===== src/rtl/beam_trigger_arbiter.sv =====
// beam_trigger_arbiter: collects per-beam trigger hits into pending bits and
// serializes the pending beams as a round-robin stream of beam indices on a
// valid/ready output. It also keeps a saturating count of hits that were lost
// because their beam was already pending.
// Optional build macro BEAM_TRIG_MASK_EN adds mask_i. A 1 on mask_i[b] stops
// beam b from setting its pending bit or counting as dropped. Bits that are
// already pending still drain normally.
module beam_trigger_arbiter #(
  parameter int NUM_BEAM = 48,
  parameter int IDX_W    = 6,
  parameter int DROP_W   = 16
) (
  input  logic                aclk,
  input  logic                aclk_rst,
  input  logic [NUM_BEAM-1:0] trig_i,
`ifdef BEAM_TRIG_MASK_EN
  input  logic [NUM_BEAM-1:0] mask_i,
`endif
  input  logic                clear_i,
  output logic [IDX_W-1:0]    m_beam_o,
  output logic                m_valid_o,
  input  logic                m_ready_i,
  output logic [NUM_BEAM-1:0] pending_o,
  output logic [DROP_W-1:0]   dropped_o
);

  logic [NUM_BEAM-1:0] pending_q, pending_d;
  logic [IDX_W-1:0]    rr_ptr_q,  rr_ptr_d;
  logic [IDX_W-1:0]    beam_q,    beam_d;
  logic                valid_q,   valid_d;
  logic [DROP_W-1:0]   dropped_q, dropped_d;

  logic [NUM_BEAM-1:0] en;
  logic [NUM_BEAM-1:0] hit;
  logic [NUM_BEAM-1:0] grant_vec;
  logic                slot_free;
  logic                do_grant;
  logic                drop_any;
  logic                found_hi;
  logic                found_any;
  logic [IDX_W-1:0]    idx_hi;
  logic [IDX_W-1:0]    idx_any;
  logic [IDX_W-1:0]    grant_idx;

`ifdef BEAM_TRIG_MASK_EN
  assign en = ~mask_i;
`else
  assign en = '1;
`endif

  assign hit       = trig_i & en;
  assign slot_free = ~valid_q | m_ready_i;
  assign do_grant  = slot_free & found_any;

  // Rotated priority encode. Take the lowest pending bit at or above rr_ptr.
  // If there is none, wrap around and take the lowest pending bit overall.
  // Both searches are flat and run in parallel, so the grant still lands in
  // the same cycle as the search.
  always_comb begin
    found_hi  = 1'b0;
    found_any = 1'b0;
    idx_hi    = '0;
    idx_any   = '0;
    for (int unsigned b = 0; b < NUM_BEAM; b++) begin
      if (pending_q[b] && !found_any) begin
        found_any = 1'b1;
        idx_any   = IDX_W'(b);
      end
      if (pending_q[b] && !found_hi && (b >= 32'(rr_ptr_q))) begin
        found_hi = 1'b1;
        idx_hi   = IDX_W'(b);
      end
    end
    grant_idx = found_hi ? idx_hi : idx_any;
  end

  // One-hot grant vector for the beam selected this cycle.
  always_comb begin
    grant_vec = '0;
    for (int unsigned b = 0; b < NUM_BEAM; b++) begin
      grant_vec[b] = do_grant && (grant_idx == IDX_W'(b));
    end
  end

  // A beam drops when it is hit while already pending and is not being granted.
  assign drop_any = |(hit & pending_q & ~grant_vec);

  // Next-state logic: pending update, grant/hold of the output slot,
  // advance of the round-robin pointer, and the drop counter.
  always_comb begin
    pending_d = pending_q;
    rr_ptr_d  = rr_ptr_q;
    beam_d    = beam_q;
    valid_d   = valid_q;
    dropped_d = dropped_q;
    if (clear_i) begin
      pending_d = '0;
      rr_ptr_d  = '0;
      valid_d   = 1'b0;
      dropped_d = '0;
    end else begin
      // A set wins over a clear: a hit re-arms a beam granted in the same cycle.
      pending_d = (pending_q & ~grant_vec) | hit;
      if (do_grant) begin
        beam_d   = grant_idx;
        valid_d  = 1'b1;
        rr_ptr_d = (grant_idx == IDX_W'(NUM_BEAM - 1)) ? '0 : grant_idx + IDX_W'(1);
      end else if (slot_free) begin
        valid_d = 1'b0;
      end
      if (drop_any && (dropped_q != '1)) begin
        dropped_d = dropped_q + DROP_W'(1);
      end
    end
  end

  // State registers, reset asynchronously.
  always_ff @(posedge aclk or posedge aclk_rst) begin
    if (aclk_rst) begin
      pending_q <= '0;
      rr_ptr_q  <= '0;
      beam_q    <= '0;
      valid_q   <= 1'b0;
      dropped_q <= '0;
    end else begin
      pending_q <= pending_d;
      rr_ptr_q  <= rr_ptr_d;
      beam_q    <= beam_d;
      valid_q   <= valid_d;
      dropped_q <= dropped_d;
    end
  end

  assign m_beam_o  = beam_q;
  assign m_valid_o = valid_q;
  assign pending_o = pending_q;
  assign dropped_o = dropped_q;

endmodule


===== config.mk =====
export PLATFORM = sky130hd
export DESIGN_NAME = beam_trigger_arbiter
export DESIGN_NICKNAME = d
export VERILOG_FILES = /design/src/rtl/beam_trigger_arbiter.sv
export SDC_FILE = /design/constraint.sdc
export NUM_CORES = 1
export LEC_CHECK = 0
export BUFFER_PORTS_ARGS = -buffer_cell sky130_fd_sc_hd__buf_2
export CAP_MARGIN = 10
export CORE_ASPECT_RATIO = 0.9
export CORE_MARGIN = 2
export CORE_UTILIZATION = 52
export DETAILED_ROUTE_END_ITERATION = 8
export PLACE_DENSITY = 0.76
export REMOVE_ABC_BUFFERS = 1
export SYNTH_ARGS = -nofsm -noshare
export SYNTH_HDL_FRONTEND = slang
export SYNTH_SLANG_ARGS = --single-unit

===== constraint.sdc =====
create_clock -name aclk -period 4.6 [get_ports aclk]
set_input_delay 0.46 -clock aclk [delete_from_list [all_inputs] [get_ports aclk]]
set_output_delay 0.46 -clock aclk [all_outputs]
set_load 0.02 [all_outputs]

==> qor.yml <==
ys.warnings.count: 0
slew_headroom: 0.3166
rsz0062_at_grt: "true"
dr.pass1.iters: 9
synthArstFlopShare: 1.000
clkSinkCount: 77
post-route-period-util: 1.127
die_y_um: 112.9
num_vias: 9565
syn_area_per_cell_um2: 7.688
synth_area_leader_cell: "dfrtp_1"
yosysTopAreaCellShare: 0.2813
outcome: "finished, violations left"
finalSetupTns_ps: -8358
worst_pin_slew_ps: 1025
detail_route.vias_per_cell: 6.784
fin_nets: 1298
netlist_area_um2: 6850
grt_pass1_vias: 8603
postRouteWirelength_um: 33710
htreeDepth: 3
cp_data_required_time_ps: 4840
p_clk_frac: 0.212
worstHoldPathType: "in2async"
drv_cap: 0
critPathSlowestCell: "or4_4"
synth_flop_cell: "dfrtp_1"
port_buffers: 122
crit_type: "reg2reg"
antennaDiodeCount: 0
start_util: 0.5358
critPathMaxFanout: 8
slew_violations: 0
grt_pass1_wl_um: 47970
area_growth_pct: 53.77
seq_area_frac_synth: 0.2813
drc_errors: 2
peakVddDrop_mv: 0.4089
dp_hpwl_um: 23220
post-route-cell-area_um2: 10530
p_comb_frac: 0.577
ant_nets: 0
arrival_ps: 5430
hold_viol: 0
fin_skew_ps: 10.11
root_buffer: "clkbuf_16"
die_w_um: 125.0
ys_top_cells_by_count: "108 x nand2_1, 87 x nor2_1, 86 x a21oi_1"
dpl_cell_area_um2: 9195
cts_tree: "yes"
violations: "DRC, setup timing"
cp_common_cell: "buf_4"
worst_slack_ps: -582.2
synth.most_common_cell: "nand2_1"
crit_chain: "or4_4, a211o_1, and3b_4, and2_4, nand2_4, a21oi_4, a311oi_4, o211ai_1, o32a_1, buf_4, ha_1, buf_4, o32ai_1, nor2_1, nand3_2, nand4b_1, nor4_4, buf_4, clkbuf_16, nor3b_2, mux2_2"
synth_area_leaders: "dfrtp_1 28%, a21oi_1 6.3%, nand2_1 5.9%, nor2_1 4.8%, o21ai_0 4.0%"
final-setup-viol-count: 16
power_density_nw_per_um2: 375.6
postCtsHoldBufs: 0
worst_skew_pair.late_latency_ps: 360
ys_types: 101
io_pins: 123
p_leak_nw: 4.820
antenna_found_initial: 0
core_area_um2: 12780
grt_max_degree: 53
dieArea_um2: 14110
period_needed_ps: 5182
p_int_mw: 2.242
grtUsageTotal: 0.4297
ys_ff_latch: 77
p_sw_frac: 0.4335
max_stage_delay_ps: 530
fin_hold_ws_ps: 129.4
drtIter0Drc: 1718
end_kind: "flip-flop"
seq_power_share: 0.211
synth_cells: 891
switchingPower_mw: 1.715
fmax_ghz: 0.1930
drive_above_1_share: 0.4575
clk_pin_slew_ps: 70
place_congestion: 1.041
overflow: 0
num_rows: 39
wl_per_cell_um: 23.91
cp-start-kind: "flip-flop"
cts_buffers: 9
synth-edff-count: 0
cts_max_path_buffers: 2
[final timing paths]
path,from,to,cells past startpoint,slack [ps]
max,rr_ptr_q[2],dropped_o[10],21,-580
min in group aclk,trig_i[42],pending_o[42],3,330
max reg2reg,rr_ptr_q[2],dropped_o[10],21,-580
min reg2reg,m_beam_o[1],m_beam_o[1],2,490
min,aclk_rst,m_beam_o[2],2,130
max in group asynchronous,aclk_rst,rr_ptr_q[0],3,3390
[worst max-delay path: cells and delay by family (launching register included)]
family,cells,cell delay (ps)
AO/OA/AOI/OAI,6,1440
adder cells (fa/ha/maj),1,210
buffers and inverters,4,640
flip-flops,1,510
multiplexers,1,400
AND/OR/NAND/NOR,9,1850
[flip-flops by register name (all words and copies together) (netlist names)]
signal	flops
rr_ptr_q	6
m_beam_o	6
m_valid_o	1
pending_o	48
dropped_o	16
[logic make-up (layout without fill, tap and decap cells)]
family          Yosys count  count (layout)  synth area share
compound gates          300             300            0.3052
xor+xnor                  3               3          0.003836
fa+ha+maj                 5               5          0.009132
buf+inv                 105             460           0.07708
flops                    77              77            0.2813
mux                      13              13           0.02374
simple gates            388             388            0.2997
[metal layers]
| layer | vias up | part of all wire | global-route usage |
|---|---|---|---|
| met4 | 0 | 0.057 | 0.1644 |
| met1 | 4493 | 0.37 | 0.5890 |
| met5 | - | 0 | 0 |
| met3 | 207 | 0.14 | 0.1329 |
| met2 | 860 | 0.43 | 0.6395 |
| li1 | 4005 | - | - |
[cell type report]
cell class,count,area [um^2]
tap,164,205.2
timing repair buffer,407,2952
clock inverter,7,116.4
multi-input combinational,709,4962
clock buffer,9,225.2
fill,843,2251
sequential,77,1933
inverter,37,140.1
[layout by cell type (no fill, tap or decap), types with 7 or more instances in the layout]
| cell | Yosys | final |
|---|---|---|
| buf_4 | 7 | 256 |
| buf_2 | 17 | 122 |
| nand2_1 | 108 | 106 |
| nor2_1 | 87 | 85 |
| a21oi_1 | 86 | 78 |
| dfrtp_1 | 77 | 72 |
| o21ai_0 | 55 | 47 |
| inv_1 | 37 | 34 |
| nand3_1 | 35 | 31 |
| buf_6 | 10 | 19 |
| nor2b_1 | 18 | 18 |
| a31oi_1 | 25 | 17 |
| nand4_1 | 15 | 15 |
| o211ai_1 | 13 | 13 |
| nor4_1 | 19 | 12 |
| nor3_1 | 14 | 12 |
| clkbuf_16 | 0 | 12 |
| and3_1 | 12 | 11 |
| a41oi_1 | 17 | 11 |
| a21o_1 | 10 | 10 |
| nand2b_1 | 9 | 9 |
| o21ai_1 | 5 | 9 |
| and2_4 | 0 | 8 |
| a21oi_2 | 1 | 7 |
| a31oi_2 | 1 | 7 |
| a41oi_2 | 1 | 7 |
[timing repair]
item	CTS	global route
pin swaps	22	35
setup buffers	17	19
resized for setup	77	66
endpoints found under the setup margin	16	16
cloned	2	2
[per-stage QoR]
| stage | cells | utilization | power [mW] | setup slack [ps] |
|---|---|---|---|---|
| floorplan | 823 | - | 1.582 | -1205 |
| global placement | 1356 | 0.7192 | 2.548 | -1009 |
| detailed placement | 1356 | 0.7192 | 2.561 | -974.2 |
| CTS | 1391 | 0.7848 | 3.596 | -293.5 |
| global route | 1410 | 0.8239 | 4.046 | -583.4 |
| finish | 1410 | 0.8239 | 3.957 | -582.2 |
[power by group through the flow]
stage / clock (mW) / combinational, mW / sequential (mW)
global route: 0.860 / 2.35 / 0.839
global placement: 0 / 1.72 / 0.828
floorplan: 0 / 0.651 / 0.931
finish: 0.838 / 2.28 / 0.836
CTS: 0.829 / 1.95 / 0.820
detailed placement: 0 / 1.73 / 0.831
No activity file was read; power rests on OpenSTA's default activity.
